**config.mk**
```make
export PLATFORM = sky130hd
export DESIGN_NAME = cloud_scheduler
export DESIGN_NICKNAME = d
export VERILOG_FILES = /design/src/rtl/cloud_pkg.sv /design/src/rtl/cloud_lfsr.sv /design/src/rtl/cloud_scheduler.sv
export SDC_FILE = /design/constraint.sdc
export NUM_CORES = 1
export LEC_CHECK = 0
export BUFFER_PORTS_ARGS = -buffer_cell sky130_fd_sc_hd__clkbuf_2
export CAP_MARGIN = 20
export CORE_AREA = 4 4 173 133
export DETAILED_ROUTE_END_ITERATION = 12
export DIE_AREA = 0 0 177 137
export PLACE_DENSITY_LB_ADDON = 0.05
export SYNTH_ARGS = -nofsm -noshare
export SYNTH_HDL_FRONTEND = slang
export SYNTH_SLANG_ARGS = --single-unit
export TNS_END_PERCENT = 30
```
**constraint.sdc**
```tcl
create_clock -name clk -period 6.7 [get_ports clk]
set_input_delay 0.67 -clock clk [delete_from_list [all_inputs] [get_ports clk]]
set_output_delay 0.67 -clock clk [all_outputs]
set_load 0.02 [all_outputs]
```
**src/rtl/cloud_pkg.sv**
```systemverilog
// rtl/cloud_pkg.sv - cloud descriptor types, reset table and per-slot helpers
package cloud_pkg;

  typedef struct packed {
    logic [8:0] x;
    logic [7:0] y;
    logic [6:0] w;
    logic [6:0] h;
    logic [3:0] step;
  } cloud_t;

  typedef enum logic [1:0] {
    SEL_X    = 2'd0,
    SEL_Y    = 2'd1,
    SEL_SIZE = 2'd2,
    SEL_STEP = 2'd3
  } cfg_sel_e;

  typedef enum logic [1:0] {
    ST_IDLE = 2'd0,
    ST_WALK = 2'd1,
    ST_DONE = 2'd2
  } fsm_state_e;

  localparam int RST_ENTRIES = 4;

  localparam cloud_t CLOUD_RST_TABLE [RST_ENTRIES] = '{
    '{x: 9'd0, y: 8'd0,   w: 7'd100, h: 7'd27, step: 4'd1},
    '{x: 9'd0, y: 8'd24,  w: 7'd39,  h: 7'd31, step: 4'd2},
    '{x: 9'd0, y: 8'd104, w: 7'd73,  h: 7'd55, step: 4'd4},
    '{x: 9'd0, y: 8'd164, w: 7'd72,  h: 7'd37, step: 4'd3}
  };

  // Slots beyond the built-in table come up empty.
  function automatic cloud_t cloud_rst_entry(input int i);
    cloud_t r;
    r = '0;
    for (int k = 0; k < RST_ENTRIES; k++) begin
      if (k == i) r = CLOUD_RST_TABLE[k];
    end
    return r;
  endfunction

  function automatic cloud_t cloud_cfg_apply(input cloud_t c, input cfg_sel_e sel,
                                             input logic [15:0] data);
    cloud_t r;
    r = c;
    case (sel)
      SEL_X:    r.x = data[8:0];
      SEL_Y:    r.y = data[7:0];
      SEL_SIZE: begin
        r.h = data[14:8];
        r.w = data[6:0];
      end
      SEL_STEP: r.step = data[3:0];
      default:  r = c;
    endcase
    return r;
  endfunction

  // Move right by step; once the left edge reaches 256+W the cloud is fully
  // off-screen and restarts at the left. >= catches steps that skip the exact value.
  function automatic cloud_t cloud_advance(input cloud_t c, input logic reseed_y,
                                           input logic [7:0] new_y);
    cloud_t     r;
    logic [8:0] nx;
    r  = c;
    nx = c.x + {5'b0, c.step};
    if (nx >= (9'd256 + {2'b0, c.w})) begin
      r.x = '0;
      if (reseed_y) r.y = new_y;
    end else begin
      r.x = nx;
    end
    return r;
  endfunction

  // Bounds widened so cx+W and cy+H never wrap.
  function automatic logic cloud_hit(input cloud_t c, input logic [15:0] coord);
    logic [9:0] qx;
    logic [9:0] qy;
    logic [9:0] x_end;
    logic [9:0] y_end;
    qx    = {2'b0, coord[7:0]};
    qy    = {2'b0, coord[15:8]};
    x_end = {1'b0, c.x} + {3'b0, c.w};
    y_end = {2'b0, c.y} + {3'b0, c.h};
    return (qy >= {2'b0, c.y}) && (qy < y_end) && (qx >= {1'b0, c.x}) && (qx < x_end);
  endfunction

endpackage

```
**src/rtl/cloud_lfsr.sv**
```systemverilog
// rtl/cloud_lfsr.sv - 8-bit Fibonacci LFSR (x^8+x^6+x^5+x^4+1), built only with CLOUD_RESPAWN_RAND_EN
`ifdef CLOUD_RESPAWN_RAND_EN
module cloud_lfsr #(
  parameter logic [7:0] SEED = 8'hA5
) (
  input  logic       clk,
  input  logic       reset_n,
  input  logic       en,
  output logic [7:0] state
);

  // Shift left, feedback from taps 8,6,5,4.
  always_ff @(posedge clk or negedge reset_n) begin
    if (!reset_n) begin
      state <= SEED;
    end else if (en) begin
      state <= {state[6:0], state[7] ^ state[5] ^ state[4] ^ state[3]};
    end
  end

endmodule
`endif

```
**src/rtl/cloud_scheduler.sv**
```systemverilog
// rtl/cloud_scheduler.sv - cloud table owner, per-frame motion walk and pixel hit test (option: CLOUD_RESPAWN_RAND_EN)
module cloud_scheduler
  import cloud_pkg::*;
#(
  parameter int         NUM_CLOUDS = 4,
  parameter int         IDX_W      = 2,
  parameter logic [7:0] LFSR_SEED  = 8'hA5
) (
  input  logic             clk,
  input  logic             reset_n,
  input  logic             frame_tick,
  input  logic             cfg_we,
  input  logic [IDX_W-1:0] cfg_idx,
  input  logic [1:0]       cfg_sel,
  input  logic [15:0]      cfg_data,
  input  logic [15:0]      cloud_coord,
  output logic [3:0]       cloud_data,
  output logic             busy,
  output logic             frame_done,
  output logic             frame_overrun
);

  localparam logic [IDX_W-1:0] LAST_IDX = IDX_W'(NUM_CLOUDS - 1);

  cloud_t           tbl [NUM_CLOUDS];
  fsm_state_e       state;
  fsm_state_e       state_nxt;
  logic [IDX_W-1:0] idx;
  logic [IDX_W-1:0] idx_nxt;
  logic [3:0]       hit_idx;
  logic             reseed_y;
  logic [7:0]       new_y;
  logic             unused;

`ifdef CLOUD_RESPAWN_RAND_EN
  logic [7:0] lfsr;

  cloud_lfsr #(.SEED(LFSR_SEED)) u_lfsr (
    .clk     (clk),
    .reset_n (reset_n),
    .en      (1'b1),
    .state   (lfsr)
  );

  assign reseed_y = 1'b1;
  assign new_y    = {1'b0, lfsr[6:0]};
  assign unused   = ^{cfg_data[15], lfsr[7]};
`else
  assign reseed_y = 1'b0;
  assign new_y    = 8'h00;
  assign unused   = ^{cfg_data[15], LFSR_SEED};
`endif

  // Walk sequencer state register.
  always_ff @(posedge clk or negedge reset_n) begin
    if (!reset_n) begin
      state <= ST_IDLE;
      idx   <= '0;
    end else begin
      state <= state_nxt;
      idx   <= idx_nxt;
    end
  end

  // Walk next-state: one slot per cycle, then a single DONE cycle.
  always_comb begin
    state_nxt = state;
    idx_nxt   = idx;
    case (state)
      ST_IDLE: begin
        if (frame_tick) begin
          state_nxt = ST_WALK;
          idx_nxt   = '0;
        end
      end
      ST_WALK: begin
        if (idx == LAST_IDX) state_nxt = ST_DONE;
        else                 idx_nxt   = idx + 1'b1;
      end
      ST_DONE:  state_nxt = ST_IDLE;
      default:  state_nxt = ST_IDLE;
    endcase
  end

  assign busy       = (state != ST_IDLE);
  assign frame_done = (state == ST_DONE);

  // A tick while busy is dropped and flagged one cycle later.
  always_ff @(posedge clk or negedge reset_n) begin
    if (!reset_n) frame_overrun <= 1'b0;
    else          frame_overrun <= frame_tick && (state != ST_IDLE);
  end

  // Table: a config write to a slot pre-empts that slot's motion update this frame.
  always_ff @(posedge clk or negedge reset_n) begin
    if (!reset_n) begin
      for (int i = 0; i < NUM_CLOUDS; i++) tbl[i] <= cloud_rst_entry(i);
    end else begin
      for (int i = 0; i < NUM_CLOUDS; i++) begin
        if (cfg_we && (cfg_idx == IDX_W'(i))) begin
          tbl[i] <= cloud_cfg_apply(tbl[i], cfg_sel_e'(cfg_sel), cfg_data);
        end else if ((state == ST_WALK) && (idx == IDX_W'(i))) begin
          tbl[i] <= cloud_advance(tbl[i], reseed_y, new_y);
        end
      end
    end
  end

  // Hit priority: scan high to low so the lowest hitting slot wins.
  always_comb begin
    hit_idx = 4'd0;
    for (int i = NUM_CLOUDS - 1; i >= 0; i--) begin
      if (cloud_hit(tbl[i], cloud_coord)) hit_idx = 4'(i + 1);
    end
  end

  // Registered query answer.
  always_ff @(posedge clk or negedge reset_n) begin
    if (!reset_n) cloud_data <= 4'd0;
    else          cloud_data <= hit_idx;
  end

endmodule
```
==> results by group, run 1 <==
Logic synthesis
  • Synth Net Count: 1626
  • Post-synth top flop: dfrtp_1
  • Synth area leader: ha_1
  • Post-synth EDFFs: 0
  • Sequential-to-total area share from yosys stat: 0.299
  • Post-Syn Instances: around 1400
  • YS warnings: 0
  • Synth Register Bits: 148
  • Top cell type's share of synthesized area: 0.223
  • Count of different cell masters after synthesis: 74
  • Ys async rst share: 1.00
  • Synthesized area: 0.0126 sq mm
  • Average size of a mapped cell: 9.30 sq um
  • Synth top area cells: ha_1 (22%), dfrtp_1 (21%), dfstp_2 (8.8%), mux2_2 (5.3%), o21ai_0 (5.1%)

Place
  • PortBufs: 44
  • GP Congestion: 0.857
  • Post-DP HPWL: about 25000 um

GRT
  • Grt total ovfl: 0
  • GR Util met3: 0.0508
  • M1 GR Usage: 0.429
  • GR peak layer: met2
  • M2 GR Usage: 0.438
  • Vias in the first global route: 9898
  • First-pass GRT wire length: ~54000 um
  • Largest net degree at the start of global routing: 87
  • Total GRT Usage: 0.288
  • Initial antenna violation count: 0

STA
  • RSZ-0062 raised after global routing: no
  • Clock skew: 0.0103 ns
  • Final TNS setup: 0 ns
  • Max Slew Vio Count: 0
  • Final hold vios: 0
  • Rel. slew slack: 0.317
  • Final setup viols: 0
  • Tmin final: 3.88 ns
  • Tcrit/Tclk final: 0.580
  • Slew @ Worst Pin: 1.01 ns
  • FMAX: 0.257 GHz

Clock network
  • H-tree lvl count: 4
  • Clock sink total: between 100 and 150
  • Worst-Skew Late Latency: 0.44 ns
  • CTS Hold Bufs: 0
  • CTS Root Cell: clkbuf_16
  • CTS tree: built
  • Post-CTS sizing: 0
  • Setup bufs post-CTS: 0
  • Num CTS Buffers: 17
  • Clock Path Buffers: 2
  • Clk slew on worst S/H paths: 0.06 ns

Route
  • DRT Pass-1 Iters: 5
  • Total vias in the final route: 10100
  • # DRC: 0
  • Routed len/inst: 19.8 um
  • Post-DRT Antenna Nets: 0
  • Final WL: 33500 um
  • Iter 0 DRT Violations: 867
  • Routed vias/inst: roughly 6.0

Die
  • Die Area: 0.0242 sq mm
  • Die height: 137 um
  • Floorplan core area: 0.0211 sq mm
  • Starting Density: 0.594
  • Std cell rows: 46
  • Top-Level Pins: 47
  • Die X: 177 um

Critical path
  • Worst Setup End Kind: flip-flop
  • Worst EP required: 6.96 ns
  • CP arrival: 4.15 ns
  • Setup CP Type: flip-flop to flip-flop
  • Crit path max fanout: 3
  • Startpoint types: flip-flop

Final layout
  • Layout cells sized above 1: 0.144
  • P&R area growth vs syn: 8.65%
  • Nets@finish: 1667

Power
  • Power, Total: 5860 uW
  • Peak supply drop: 0.199 mV
  • Power Dens Cells: 430 mW/mm^2
  • LEAKAGE: 0.00650 uW

Outcome
  • Status: complete, no violations

Hold path
  • Hold Crit Class: primary input to asynchronous set/reset pin

Flow run
  • Max Cap Viol: 0
## final timing paths
path / startpoint / to / slack (ns) / depth (start not counted)
max: tbl[74] / cloud_data[0] / 2.82 / 15
min: reset_n / tbl[90] / 0.29 / 1
max reg2reg: tbl[74] / cloud_data[0] / 2.82 / 15
min reg2reg: tbl[104] / tbl[104] / 0.50 / 2
max in group asynchronous: reset_n / tbl[30] / 5.10 / 2
min in group clk: tbl[104] / tbl[104] / 0.50 / 2
## cells in the mapped netlist (all sizes together) (8+ instances only)
| cell type | number |
|---|---|
| o21bai | 10 |
| nor2 | 51 |
| dfrtp | 106 |
| o21ai | 133 |
| ha | 224 |
| xor2 | 27 |
| o211ai | 10 |
| mux2 | 59 |
| nand2b | 26 |
| inv | 137 |
| a21oi | 74 |
| a211oi | 17 |
| and3 | 10 |
| fa | 12 |
| nand2 | 102 |
| and2 | 9 |
| dfstp | 42 |
| xnor2 | 40 |
| nand3 | 35 |
| nor2b | 18 |
| o21a | 12 |
| clkbuf | 22 |
| a21o | 37 |
| o221ai | 8 |
| a31oi | 9 |
| nor3 | 16 |
## routing by layer
layer / vias up / share of wire
met1: 4831 / 0.50
met3: 51 / 0.060
met4: 0 / 0.017
met5: - / 0
li1: 4939 / -
met2: 281 / 0.43
## sequential cells by signal, indices dropped and copies added (netlist names)
name,count
tbl,140
state,2
cloud_data,3
frame_overrun,1
idx,2
## worst max-delay path, cell delays in order (launching register included)
cell and delay, ns:
dfstp_2 0.53, ha_1 0.17, inv_1 0.06, fa_1 0.41, nor2b_1 0.19, o31ai_1 0.14
nand2b_1 0.09, a21oi_1 0.08, xor2_1 0.15, ha_1 0.29, o21ai_0 0.08, nor2_1 0.06
nor3_1 0.16, a211oi_1 0.13, nor4_1 0.90, o21ai_0 0.26
## cells in the final DEF, fill, tap and decap left out, types with 5 or more instances in the layout
cell type and instances:
a211oi_1 16, a21boi_0 5, a21o_1 37, a21oi_1 74
a22oi_1 6, a31oi_1 9, and2_1 7, and3_1 9
buf_4 7, clkbuf_16 17, clkbuf_2 43, dfrtp_1 106
dfstp_2 42, fa_1 12, ha_1 224, inv_1 137
mux2_2 59, nand2_1 102, nand2b_1 26, nand3_1 35
nand4_1 7, nor2_1 51, nor2b_1 18, nor3_1 16
nor4_1 7, o2111ai_1 5, o211ai_1 10, o21a_1 12
o21ai_0 127, o21bai_1 10, o221ai_1 8, o31ai_1 6
xnor2_1 40, xor2_1 27
## area by class of cell
type	instances	area, sq um
multi-input combinational	1036	8160
fill	1773	7480
sequential	148	3760
inverter	137	514
clock buffer	24	492
tap	288	360
timing repair buffer	51	279
clock inverter	8	77.6
antenna	1	2.50
## report_power, final
group,internal [uW],switching [uW],leakage (uW)
logic,1520,1910,0.00449
registers,1210,279,0.00173
clock network,550,400,0.000277
total,3270,2590,0.00650
## logic make-up (layout without fill, tap and decap cells)
kind of cell / count (synthesis) / after routing / synth area share
adders and majority gates: 236 / 236 / 0.242
and+or+nand+nor: 301 / 301 / 0.117
muxes: 59 / 59 / 0.0529
AOI/OAI and AO/OA: 372 / 372 / 0.191
other: 1 / 2 / 0.000299
buffers and inverters: 166 / 220 / 0.0509
xor gates and xnor gates: 67 / 67 / 0.0467
DFF: 148 / 148 / 0.299
## stage by stage
stage	util	std cells	setup slack, ns	instance area [sq um]	hold slack [ns]
4_1_cts	0.646	1692	2.96	13600	0.334
6_report	0.646	1693	2.82	13600	0.286
3_5_place_dp	0.619	1660	2.98	13100	0.495
2_1_floorplan	-	1350	3.55	12600	0.374
5_1_grt	0.646	1692	2.59	13600	0.358
3_3_place_gp	0.619	1660	3.12	13100	0.471
Note: power is estimated with default switching activity, not from simulation.
==> run 2: changes to the inputs <==
Settings changed: ABC_AREA from default to 1, CORE_AREA 4 4 173 133 to 4 4 175 134, DIE_AREA 0 0 177 137 to 0 0 179 138.
Clock period 6.7 ns to 4.01 ns, I/O delays scaled along.
==> results by group, run 2 <==
Outcome
  • Status: complete, no violations

Clock network
  • Post-CTS sizing: 0 (unchanged)
  • Worst-Skew Late Latency: 0.43 ns (about the same)
  • Clock sink total: 148 (unchanged)
  • Clock Path Buffers: 2 (unchanged)
  • Setup bufs post-CTS: 0 (unchanged)
  • Clk slew on worst S/H paths: 0.07 ns (about the same)
  • CTS tree: built
  • H-tree lvl count: 4 (unchanged)
  • CTS Root Cell: clkbuf_16
  • CTS Hold Bufs: 0 (unchanged)
  • Num CTS Buffers: 17 (unchanged)

Critical path
  • Top cell family by delay on the critical path: compound AO/OA/AOI/OAI gates
  • Reg2reg setup slack: 0.59 ns (-2.22 ns)
  • Worst EP required: 4.39 ns (-2.57 ns)
  • Worst path bufs/invs: 1 (unchanged)
  • Most frequent cell on the critical path: nand2_1
  • Worst Setup End Kind: flip-flop
  • Worst stage delay on the critical path: 0.56 ns (-0.34 ns)
  • Max stage delay cell, worst path: dfstp_2
  • Crit path max fanout: 3 (unchanged)
  • CP arrival: 3.79 ns (-0.36 ns)
  • Worst-path cell chain: ha_1 -> inv_1 -> fa_1 -> o21ai_0 -> xnor2_1 -> ha_1 -> nand2_1 -> a21oi_1 -> nor2_1 -> nand2_1 -> nand2_1 -> nand2_1 -> a21oi_1 -> nand4_1 -> nand2b_1 -> nand2_1
  • Setup CP Type: flip-flop to flip-flop
  • Startpoint types: flip-flop

Route
  • Routed vias/inst: 5.51 (-7.6%)
  • Post-DRT Antenna Nets: 0 (unchanged)
  • # DRC: 0 (unchanged)
  • Iter 0 DRT Violations: 1020 (+18%)
  • Final WL: 35100 um (+4.8%)
  • DRT Pass-1 Iters: 5 (unchanged)
  • Routed len/inst: 17.1 um (-13%)
  • Total vias in the final route: 11300 (+12%)

Place
  • PortBufs: 44 (unchanged)
  • Worst slack, placed: 0.662 ns (-2.32 ns)
  • Post-DP HPWL: 26900 um (+6.9%)
  • GP Congestion: 0.925 (+7.9%)

STA
  • Tcrit/Tclk final: 0.852 (+0.272)
  • Max Slew Vio Count: 0 (unchanged)
  • Clock skew: 0.0112 ns (+0.000871 ns)
  • Min Hold Slack: 0.00803 ns (-0.278 ns)
  • Fin worst setup slack: 0.593 ns (-2.22 ns)
  • FMAX: 0.293 GHz (+14%)
  • Slew @ Worst Pin: 1.01 ns (-0.00199 ns)
  • RSZ-0062 raised after global routing: no
  • Final TNS setup: 0 ns (unchanged)
  • Final setup viols: 0 (unchanged)
  • Tmin final: 3.42 ns (-0.467 ns)
  • Rel. slew slack: 0.323 (+0.00593)
  • Final hold vios: 0 (unchanged)

Final layout
  • Multi-input logic area: 0.00815 sq mm (-0.20%)
  • Layout cells sized above 1: 0.0826 (-0.0613)
  • Storage element area: 0.00376 sq mm (unchanged)
  • Largest registers: tbl x140, cloud_data x3
  • Ant. Diodes: 0 (-1)
  • Fill count: 1942 (+9.5%)
  • Nets@finish: 2018 (+21%)
  • Reg with most FFs: tbl
  • Max reg flops: 140 (unchanged)
  • P&R area growth vs syn: 9.03%
  • Most frequent cells in the layout: nand2_1 (384), inv_1 (229), ha_1 (224)
  • Most common cell after layout, fill and taps aside: nand2_1

GRT
  • Largest net degree at the start of global routing: 81 (-6.9%)
  • First-pass GRT wire length: 56200 um (+4.8%)
  • Grt total ovfl: 0 (unchanged)
  • Total GRT Usage: 0.289 (+0.00117)
  • Vias in the first global route: 10400 (+5.3%)
  • Initial antenna violation count: 1 (+1)

Die
  • Std cell rows: 47 (+2.2%)
  • Floorplan core area: 0.0218 sq mm (+3.3%)
  • Top-Level Pins: 47 (unchanged)
  • Starting Density: 0.590 (-0.00441)
  • Die Area: 0.0247 sq mm (+1.9%)
  • Die height: 138 um (+0.73%)
  • Die X: 179 um (+1.1%)

Power
  • Clk pwr share: 0.163 (about the same)
  • Peak supply drop: 0.394 mV (+98%)
  • Switch share: 0.475 (+0.0332)
  • Cell Int Power: 5500 uW (+68%)
  • Net Sw Power: 4980 uW (+92%)
  • Seq pwr share: 0.242 (-0.011)
  • Part of the power in combinational logic: 0.595 (+0.010)
  • LEAKAGE: 0.00743 uW (+14%)
  • Power Dens Cells: 746 mW/mm^2 (+74%)

Hold path
  • Hold Crit Class: primary input to asynchronous set/reset pin

Logic synthesis
  • Top-count cell post-synth: nand2_1
  • Synth cell count leaders: nand2_1 (384), inv_1 (229), ha_1 (224), a21oi_1 (170), nor2_1 (148)
  • Synth top area cells: ha_1 (22%), dfrtp_1 (21%), nand2_1 (11%), dfstp_2 (8.6%), inv_1 (6.7%)
  • Synth Register Bits: 148 (unchanged)
  • Post-Syn Instances: 1694 (+25%)
  • Post-synth EDFFs: 0 (unchanged)
  • Synthesized area: 0.0129 sq mm (+2.5%)
  • Synth Net Count: 1970 (+21%)
  • Average size of a mapped cell: 7.60 sq um (-18%)
  • Synth area leader: ha_1
  • Count of different cell masters after synthesis: 44 (-41%)
  • Sequential-to-total area share from yosys stat: 0.292 (-0.00736)
  • YS warnings: 0 (unchanged)
  • Post-synth top flop: dfrtp_1
  • Ys async rst share: 1.00 (unchanged)
  • Top cell type's share of synthesized area: 0.218 (-0.00549)

Flow run
  • Max Cap Viol: 0 (unchanged)
## run 2: cell count changes in the layout (fill, tap and decap cells not counted), sizes merged, moves of 10 or more
| cell | before | now |
|---|---|---|
| xor2 | 27 | 44 |
| mux2 | 59 | 0 |
| nor2 | 51 | 150 |
| a21oi | 74 | 170 |
| nand3 | 35 | 67 |
| nand2b | 26 | 3 |
| and3 | 10 | 0 |
| nand4 | 7 | 23 |
| xnor2 | 40 | 23 |
| a211oi | 17 | 0 |
| inv | 138 | 245 |
| a21o | 37 | 10 |
| nand2 | 102 | 387 |
| nor2b | 18 | 0 |
## run 2: kinds of logic (layout without fill, tap and decap cells)
| kind of cell | Yosys count | after routing | synth area share |
|---|---|---|---|
| AOI/OAI and AO/OA | 334 | 334 | 0.139 |
| xor gates and xnor gates | 67 | 67 | 0.0456 |
| adders and majority gates | 236 | 236 | 0.236 |
| buffers and inverters | 256 | 317 | 0.0755 |
| DFF | 148 | 148 | 0.292 |
| other | 1 | 1 | 0.000291 |
| and+or+nand+nor | 652 | 652 | 0.211 |
## run 2: final timing paths
check,startpoint,endpoint,cells past startpoint
hold reg to reg,tbl[112],tbl[112],2
min in group clk,frame_tick,frame_overrun,3
max in group asynchronous,reset_n,tbl[20],2
setup / recovery,tbl[46],cloud_data[0],16
setup reg to reg,tbl[46],cloud_data[0],16
hold / removal,reset_n,tbl[42],1
## run 2: per-layer routing
layer	GRT usage	share of wire	up-vias
met5	0	0	-
met4	0.0472	0.010	0
met3	0.0595	0.077	32
met2	0.424	0.43	355
met1	0.448	0.49	5212
li1	-	-	5701
## run 2: power groups by stage
| stage | Sequential, uW | Clock, uW | Combinational (uW) |
|---|---|---|---|
| global placement | 2520 | 0 | 5920 |
| floorplan | 2360 | 0 | 4820 |
| detailed placement | 2530 | 0 | 6140 |
| CTS | 2510 | 1730 | 6200 |
| global route | 2590 | 1800 | 7240 |
| finish | 2530 | 1710 | 6230 |
## run 2: through the flow
step	total power, uW	utilization	std cells	area, sq um
3_5_place_dp	8680	0.615	2017	13400
6_report	10500	0.643	2049	14000
3_3_place_gp	8450	0.615	2017	13400
5_1_grt	11600	0.643	2049	14000
4_1_cts	10400	0.643	2049	14000
2_1_floorplan	7180	-	1694	12900
## run 2: area by class of cell
type | count | area share
tap | 294 | 0.0262
sequential | 148 | 0.268
timing repair buffer | 48 | 0.0183
clock buffer | 17 | 0.0303
multi-input combinational | 1290 | 0.580
clock inverter | 15 | 0.0137
inverter | 237 | 0.0636
==> run 3: changes to the inputs <==
Settings changed: ABC_AREA 1 to 0, CORE_AREA 4 4 175 134 to 4 4 173 133, DIE_AREA 0 0 179 138 to 0 0 177 137.
==> results by group, run 3 (same netlist as run 1, synthesis figures left out) <==
Flow run
  • Max Cap Viol: 0 (unchanged)

Outcome
  • Status: complete, no violations

GRT
  • Initial antenna violation count: 2 (+1)
  • First-pass GRT wire length: 53400 um (-5.0%)
  • Largest net degree at the start of global routing: 68 (-16%)
  • Vias in the first global route: 9661 (-7.3%)
  • Total GRT Usage: 0.287 (-0.00195)
  • Grt total ovfl: 0 (unchanged)
  • GR Util met3: 0.0428 (-0.0167)
  • M2 GR Usage: 0.441 (+0.0168)
  • GR peak layer: met2
  • M1 GR Usage: 0.433 (-0.0155)

Route
  • Post-DRT Antenna Nets: 0 (unchanged)
  • Final WL: 34000 um (-3.3%)
  • Routed vias/inst: 5.97 (+8.3%)
  • Routed len/inst: 20.0 um (+17%)
  • DRT Pass-1 Iters: 5 (unchanged)
  • # DRC: 0 (unchanged)
  • Iter 0 DRT Violations: 668 (-35%)
  • Total vias in the final route: 10100 (-10%)

Clock network
  • Post-CTS sizing: 0 (unchanged)
  • H-tree lvl count: 4 (unchanged)
  • CTS Hold Bufs: 1 (+1)
  • Setup bufs post-CTS: 0 (unchanged)
  • Clk slew on worst S/H paths: 0.07 ns (about the same)
  • Num CTS Buffers: 17 (unchanged)
  • Clock sink total: 148 (unchanged)
  • Worst-Skew Late Latency: 0.44 ns (about the same)
  • CTS Root Cell: clkbuf_16
  • Clock Path Buffers: 2 (unchanged)
  • CTS tree: built

Final layout
  • Storage element area: 0.00376 sq mm (unchanged)
  • Nets@finish: 1672 (-17%)
  • Most common cell after layout, fill and taps aside: ha_1
  • Reg with most FFs: tbl
  • Fin area: 0.0137 sq mm (-2.6%)
  • P&R area growth vs syn: 8.92%
  • Fill count: 1848 (-4.8%)
  • Post-route insts no fill: 1697 (-17%)
  • Multi-input logic area: 0.00816 sq mm (+0.20%)
  • Max reg flops: 140 (unchanged)
  • Layout cells sized above 1: 0.147 (+0.0643)
  • Ant. Diodes: 0 (unchanged)
  • Largest registers: tbl x140, cloud_data x3
  • Most frequent cells in the layout: ha_1 (224), inv_1 (137), o21ai_0 (127)

Power
  • Seq pwr share: 0.252 (+0.010)
  • Part of the power in combinational logic: 0.586 (-0.009)
  • Peak supply drop: 0.298 mV (-24%)
  • Net Sw Power: 4380 uW (-12%)
  • Switch share: 0.444 (-0.0315)
  • Power Dens Cells: 722 mW/mm^2 (-3.3%)
  • LEAKAGE: 0.00651 uW (-12%)
  • Power, Total: 9870 uW (-5.8%)
  • Cell Int Power: 5490 uW (-0.11%)
  • Clk pwr share: 0.162 (about the same)

Critical path
  • Worst EP required: 4.35 ns (-0.04 ns)
  • Worst Setup End Kind: flip-flop
  • CP arrival: 4.10 ns (+0.31 ns)
  • Reg-to-reg endpoint: tbl[136]
  • Reg2reg path depth: 14 (-2)
  • Setup CP Type: flip-flop to flip-flop
  • Startpoint types: flip-flop
  • Reg-to-reg critical path startpoint: tbl[132]
  • Crit path capture: tbl[136]
  • Crit path max fanout: 6 (+3)
  • Reg2reg setup slack: 0.25 ns (-0.34 ns)
  • Critical path origin: tbl[132]

Place
  • PortBufs: 44 (unchanged)
  • Placed Cells incl. Taps: 1664 (-18%)
  • GP Congestion: 0.864 (-6.6%)
  • Post-DP HPWL: 25400 um (-5.4%)
  • Worst slack, placed: 0.423 ns (-0.238 ns)
  • Placed Area: 0.0131 sq mm (-2.4%)

Die
  • Die Area: 0.0242 sq mm (-1.8%)
  • Die X: 177 um (-1.1%)
  • Starting Density: 0.594 (+0.00441)
  • Floorplan core area: 0.0211 sq mm (-3.2%)
  • Top-Level Pins: 47 (unchanged)
  • Std cell rows: 46 (-2.1%)
  • Die height: 137 um (-0.72%)

STA
  • Clock skew: 0.0112 ns (+0.0000100 ns)
  • Tmin final: 3.76 ns (+0.345 ns)
  • Slew @ Worst Pin: 1.03 ns (+0.0179 ns)
  • Final TNS setup: 0 ns (unchanged)
  • RSZ-0062 raised after global routing: no
  • FMAX: 0.266 GHz (-9.2%)
  • Final hold vios: 0 (unchanged)
  • Fin worst setup slack: 0.249 ns (-0.345 ns)
  • Tcrit/Tclk final: 0.938 (+0.0860)
  • Max Slew Vio Count: 0 (unchanged)
  • Final setup viols: 0 (unchanged)
  • Rel. slew slack: 0.310 (-0.0129)

Hold path
  • Hold Crit Class: primary input to flip-flop
run 3: power by group through the flow:
stage          clock network [uW]  registers (uW)  logic [uW]
2_1_floorplan                   0            2340        4390
3_3_place_gp                    0            2480        5470
3_5_place_dp                    0            2490        5690
4_1_cts                      1610            2470        5740
5_1_grt                      1690            2540        6620
6_report                     1600            2490        5780
run 3: worst min path at each step:
| stage | start | to | slack, ns | cells past startpoint |
|---|---|---|---|---|
| after floorplan | reset_n | cloud_data[0] | 0.11 | 0 |
| after global placement | reset_n | tbl[80] | 0.45 | 1 |
| after detailed placement | reset_n | tbl[93] | 0.44 | 1 |
| after CTS | frame_tick | frame_overrun | 0.27 | 2 |
| after global routing | frame_tick | frame_overrun | 0.29 | 2 |
| final | cfg_data[9] | tbl[40] | 0.29 | 3 |
run 3: routing by layer:
| metal | share of wire | wire [um] |
|---|---|---|
| met1 | 0.51 | 17200 |
| met2 | 0.43 | 14500 |
| met3 | 0.052 | 1780 |
| met4 | 0.013 | 437 |
| met5 | 0 | 0 |
run 3: cell type report:
cell class | instances | area share
inverter | 137 | 0.0376
clock buffer | 19 | 0.0317
sequential | 148 | 0.275
multi-input combinational | 1036 | 0.597
timing repair buffer | 56 | 0.0233
clock inverter | 13 | 0.00970
tap | 288 | 0.0263
run 3: critical path: stages (launching register included):
cell and delay [ns]:
dfrtp_1 0.45, ha_1 0.30, a21o_1 0.18, a21o_1 0.20, a21oi_1 0.31, nand2b_1 0.17
xnor2_1 0.16, inv_1 0.07, ha_1 0.29, a21o_1 0.18, a211oi_1 0.26, o21ai_0 0.23
nor3_1 0.43, o21ai_2 0.21, o221ai_1 0.22
run 3: metrics by stage:
step	utilization	hold slack [ns]
final	0.647	0.289
after floorplan	-	0.105
after CTS	0.647	0.268
after detailed placement	0.620	0.440
after global routing	0.647	0.285
after global placement	0.620	0.452
